### src/rtl/sdram_request_arbiter.sv
// sdram_request_arbiter: burst-granular fixed-priority arbiter (flash over core) onto one SDRAM controller port
module sdram_request_arbiter #(
    parameter int DATA_WIDTH    = 32,
    parameter int ADDRESS_WIDTH = 22
) (
    input  logic                     i_Clk,
    input  logic                     i_Reset,
    input  logic                     i_CORE_Valid,
    input  logic                     i_CORE_Read_Write_n,
    input  logic [ADDRESS_WIDTH-2:0] i_CORE_Address,
    input  logic [DATA_WIDTH-1:0]    i_CORE_Data,
    output logic                     o_CORE_Valid,
    output logic                     o_CORE_Data_Read,
    output logic                     o_CORE_Last,
    output logic [DATA_WIDTH-1:0]    o_CORE_Data,
    input  logic                     i_Flash_Valid,
    input  logic [DATA_WIDTH-1:0]    i_Flash_Data,
    input  logic [ADDRESS_WIDTH-1:0] i_Flash_Address,
    output logic                     o_Flash_Data_Read,
    output logic                     o_Flash_Last,
    output logic                     o_MEM_Valid,
    output logic [ADDRESS_WIDTH-1:0] o_MEM_Address,
    output logic                     o_MEM_Read_Write_n,
    output logic [DATA_WIDTH-1:0]    o_MEM_Data,
    input  logic                     i_MEM_Data_Read,
    input  logic [DATA_WIDTH-1:0]    i_MEM_Data,
    input  logic                     i_MEM_Data_Valid,
    input  logic                     i_MEM_Last
);
    typedef enum logic [1:0] {IDLE, SERVE_FLASH, SERVE_CORE} state_t;
    state_t state_q, state_d;
    logic flash_g, core_g;
    assign flash_g = state_q == SERVE_FLASH;
    assign core_g  = state_q == SERVE_CORE;
    // A grant lasts until the controller signals the final beat, regardless of the master's valid.
    always_comb begin
        state_d = state_q;
        if (state_q == IDLE)
            state_d = i_Flash_Valid ? SERVE_FLASH : i_CORE_Valid ? SERVE_CORE : IDLE;
        else if (i_MEM_Last)
            state_d = IDLE;
    end
    always_ff @(posedge i_Clk or posedge i_Reset) begin
        if (i_Reset) state_q <= IDLE;
        else         state_q <= state_d;
    end
    assign o_MEM_Valid        = flash_g ? i_Flash_Valid : core_g && i_CORE_Valid;
    assign o_MEM_Address      = flash_g ? i_Flash_Address : core_g ? {1'b0, i_CORE_Address} : '0;
    assign o_MEM_Data         = flash_g ? i_Flash_Data : core_g ? i_CORE_Data : '0;
    assign o_MEM_Read_Write_n = flash_g ? 1'b0 : core_g ? i_CORE_Read_Write_n : 1'b1;
    assign o_CORE_Data        = i_MEM_Data;
    assign o_CORE_Valid       = core_g && i_MEM_Data_Valid;
    assign o_CORE_Data_Read   = core_g && i_MEM_Data_Read;
    assign o_CORE_Last        = core_g && i_MEM_Last;
    assign o_Flash_Data_Read  = flash_g && i_MEM_Data_Read;
    assign o_Flash_Last       = flash_g && i_MEM_Last;
endmodule

### config.mk
export PLATFORM = sky130hd
export DESIGN_NAME = sdram_request_arbiter
export DESIGN_NICKNAME = d
export VERILOG_FILES = /design/src/rtl/sdram_request_arbiter.sv
export SDC_FILE = /design/constraint.sdc
export NUM_CORES = 1
export LEC_CHECK = 0
export ABC_AREA = 1
export BUFFER_PORTS_ARGS = -buffer_cell sky130_fd_sc_hd__buf_2
export CELL_PAD_IN_SITES_DETAIL_PLACEMENT = 1
export CELL_PAD_IN_SITES_GLOBAL_PLACEMENT = 1
export CORE_AREA = 5 5 82 122
export DETAILED_ROUTE_END_ITERATION = 10
export DIE_AREA = 0 0 87 127
export GPL_TIMING_DRIVEN = 0
export HOLD_SLACK_MARGIN = 0.15
export PLACE_DENSITY_LB_ADDON = 0.1
export REMOVE_ABC_BUFFERS = 1
export SLEW_MARGIN = 20
export SYNTH_ARGS = -nofsm -noshare
export SYNTH_HDL_FRONTEND = slang
export SYNTH_SLANG_ARGS = --single-unit
### constraint.sdc
create_clock -name i_Clk -period 1.4 [get_ports i_Clk]
set_input_delay 0 -clock i_Clk [delete_from_list [all_inputs] [get_ports i_Clk]]
set_output_delay 0 -clock i_Clk [all_outputs]
set_load 0.01 [all_outputs]
==> metrics.yaml <==
critical_path:
  cp-end-kind: "primary output"
  cpMaxStageDelayCell: "dfrtp_2"
  worstPathArrival_ps: 1410
  critPathMostFrequentCell: "clkbuf_16"
  crit_type: "reg2out"
  path_max_fanout: 8
  reg2reg_slack_ps: 50
  rr_startpoint: "state_q[0]$_DFFE_PP0P_"
  start_kind: "flop"
  critical_path.max_stage_delay_ps: 440
  cp_cell_sequence: "nor2_4 > clkbuf_16 > clkbuf_16 > nand2_2 > nand2_1 > buf_2"
  reg2reg_depth: 4
  cp.required_ps: 1400
  r2r_end: "state_q[1]$_DFFE_PP0P_"
routing:
  wirelength_mm: 9.23
  drt-vias-per-instance: 3.94
  wl_met1_mm: 3.33
  ant_nets: 0
  drt-initial-drc-count: 37
  drc: 0
  top_layer_used: "met4"
  vias: 2091
  wl_met3_um: 925
  first_pass_iters: 4
  wl_met2_mm: 4.75
  wire_per_inst_um: 17.4
finish:
  largest_register_ffs: 2
  reg.largest.list: "state_q (2)"
  mostFrequentLayoutCell: "buf_2"
  area_growth_pct: 150
  largest-register: "state_q"
  drive_gt1_share_pct: 59.6
  fin_util_pct: 32.0
  diodes: 0
  fillers: 1140
  most-common-layout-cells: "153 x buf_2, 114 x nand2_1, 49 x nand2_2"
  fin_nets: 570
  seqCellArea_um2: 52.6
  multiInputGateArea_um2: 843
flow_run:
  drv_cap: 0
die:
  core_um2: 8780
  initial_utilization_pct: 12.8
  rows: 42
  dieArea_um2: 11000
  ioPinCount: 240
  die_w_um: 87
  die_y_um: 127
logic_synthesis:
  ys_ff_latch: 2
  avgSynthCellArea_um2: 4.80
  yosysTopAreaCellShare_pct: 53.1
  synth_cell_types: 12
  ys_seq_area_share_pct: 4.45
  syn_area_um2: 1120
  synth_top_area_cell: "nand2_1"
  netlist_instances: 234
  yosys-top-cells-area: "nand2_1 53%, buf_4 21%, buf_6 5.0%, dfrtp_1 4.5%, nand2_2 4.5%"
  yosysWarnings: 0
worst_hold_path:
  min_path_type: "in2async"
place:
  portBuffers: 175
  post-place-ws_ps: -248
  place_congestion: 0.712
  dp_hpwl_mm: 6.97
clock_network:
  cts_inserted_buffers: 3
  clk_pin_slew_ps: 30
  cts_tree: "built"
  cts-root-buf: "clkbuf_16"
  clockBufferDepth: 2
  clkLatencyLatePin_ps: 220
  cts-htree-levels: 1
  clock-sinks: 2
run_status:
  status: "finished with violations"
  violations: "negative setup slack"
global_routing:
  grt_max_degree: 22
  grt.overflow.total: 0
  antenna_found_initial: 0
  grt_pass1_vias: 2300
  grt_usage_pct: 15.1
  grt_pass1_wl_mm: 12.7
timing:
  rsz0062_at_grt: "true"
  finalHoldViolCount: 0
  min_period_ps: 1410
  min_period_over_period_pct: 101
  tightest_slew_ps: 233
  report.final.setup_viol: 1
  fmax_mhz: 711
  tns_ps: -7.13
  slew_headroom_pct: 84.4
  finalHoldWorstSlack_ps: 186
  slew_viol_final: 0
  skew_ps: 2.66
  fin_ws_ps: -7.13
power_and_ir_drop:
  p_per_area_nw_per_um2: 955
  power.leakage_nw: 1.69
  finalPower_w: 0.00269
  ir_drop_v: 0.000587
==> cell type report <==
class / instances / area share [%]
clock buffers: 3 / 2.67
inverters: 11 / 1.47
multi-input cells: 179 / 30.0
flip-flops and latches: 2 / 1.87
well taps: 110 / 4.90
repair buffers: 226 / 59.1
==> logic make-up (layout without fill, tap and decap cells) <==
group                  count (synthesis)  count (layout)  share of synthesized area, %
buffers and inverters                 53             240                          32.3
and+or+nand+nor                      178             178                          62.8
AOI/OAI and AO/OA                      1               1                         0.445
DFF                                    2               2                          4.45
==> critical path, delay by kind of cell (launching register included) <==
kind                   cells  cell delay [ps]
buffers and inverters      3              470
flip-flops                 1              440
AND/OR/NAND/NOR            3              270
==> repair_timing <==
action / in CTS / in global routing
cloned: 1 / 3
gates resized for setup: 19 / 61
setup buffers: 6 / 1
pin swaps: 9 / 25
endpoints found under the hold margin: 36 / 0
setup endpoints to repair: 57 / 56
hold buffers: 37 / 0
==> metrics by stage <==
| step | area, um2 | std cells |
|---|---|---|
| after floorplan | 802 | 192 |
| after global placement | 1820 | 477 |
| after detailed placement | 1910 | 481 |
| after CTS | 2550 | 528 |
| after global routing | 2810 | 531 |
| final | 2810 | 531 |
==> Yosys cell counts <==
| cell | instances |
|---|---|
| nand2_1 | 159 |
| buf_4 | 32 |
| inv_1 | 9 |
| nand2_2 | 8 |
| nor2_1 | 7 |
| buf_2 | 5 |
| buf_6 | 5 |
| dfrtp_1 | 2 |
| inv_2 | 2 |
| nand3_1 | 2 |
| nor2_4 | 2 |
| o21ai_0 | 1 |
==> power by group <==
part           internal [W]  leakage, nW  switching, W  total [W]
Clock              0.000363       0.0370     0.0000637   0.000427
Combinational       0.00109         1.63       0.00107    0.00216
Sequential        0.0000730       0.0227     0.0000238  0.0000968
Total               0.00152         1.69       0.00116    0.00269
==> layer usage <==
layer / vias to the layer above / global-route usage (%)
met5: - / 0
met2: 118 / 26.0
met1: 923 / 17.3
met4: 0 / 3.76
li1: 1028 / -
met3: 22 / 5.61
==> how the worst max path moves through the flow <==
stage	from	end	slack [ps]	depth (start not counted)
6_report	state_q[1]$_DFFE_PP0P_	o_MEM_Address[8]	-7	6
5_1_grt	state_q[0]$_DFFE_PP0P_	o_MEM_Data[5]	-80	7
4_1_cts	state_q[0]$_DFFE_PP0P_	o_MEM_Address[17]	-20	7
3_5_place_dp	state_q[0]$_DFFE_PP0P_	o_MEM_Address[17]	-250	7
3_3_place_gp	state_q[1]$_DFFE_PP0P_	o_CORE_Last	-800	5
2_1_floorplan	state_q[1]$_DFFE_PP0P_	o_CORE_Data_Read	-130	4
Power figures use the tool's default switching activity.
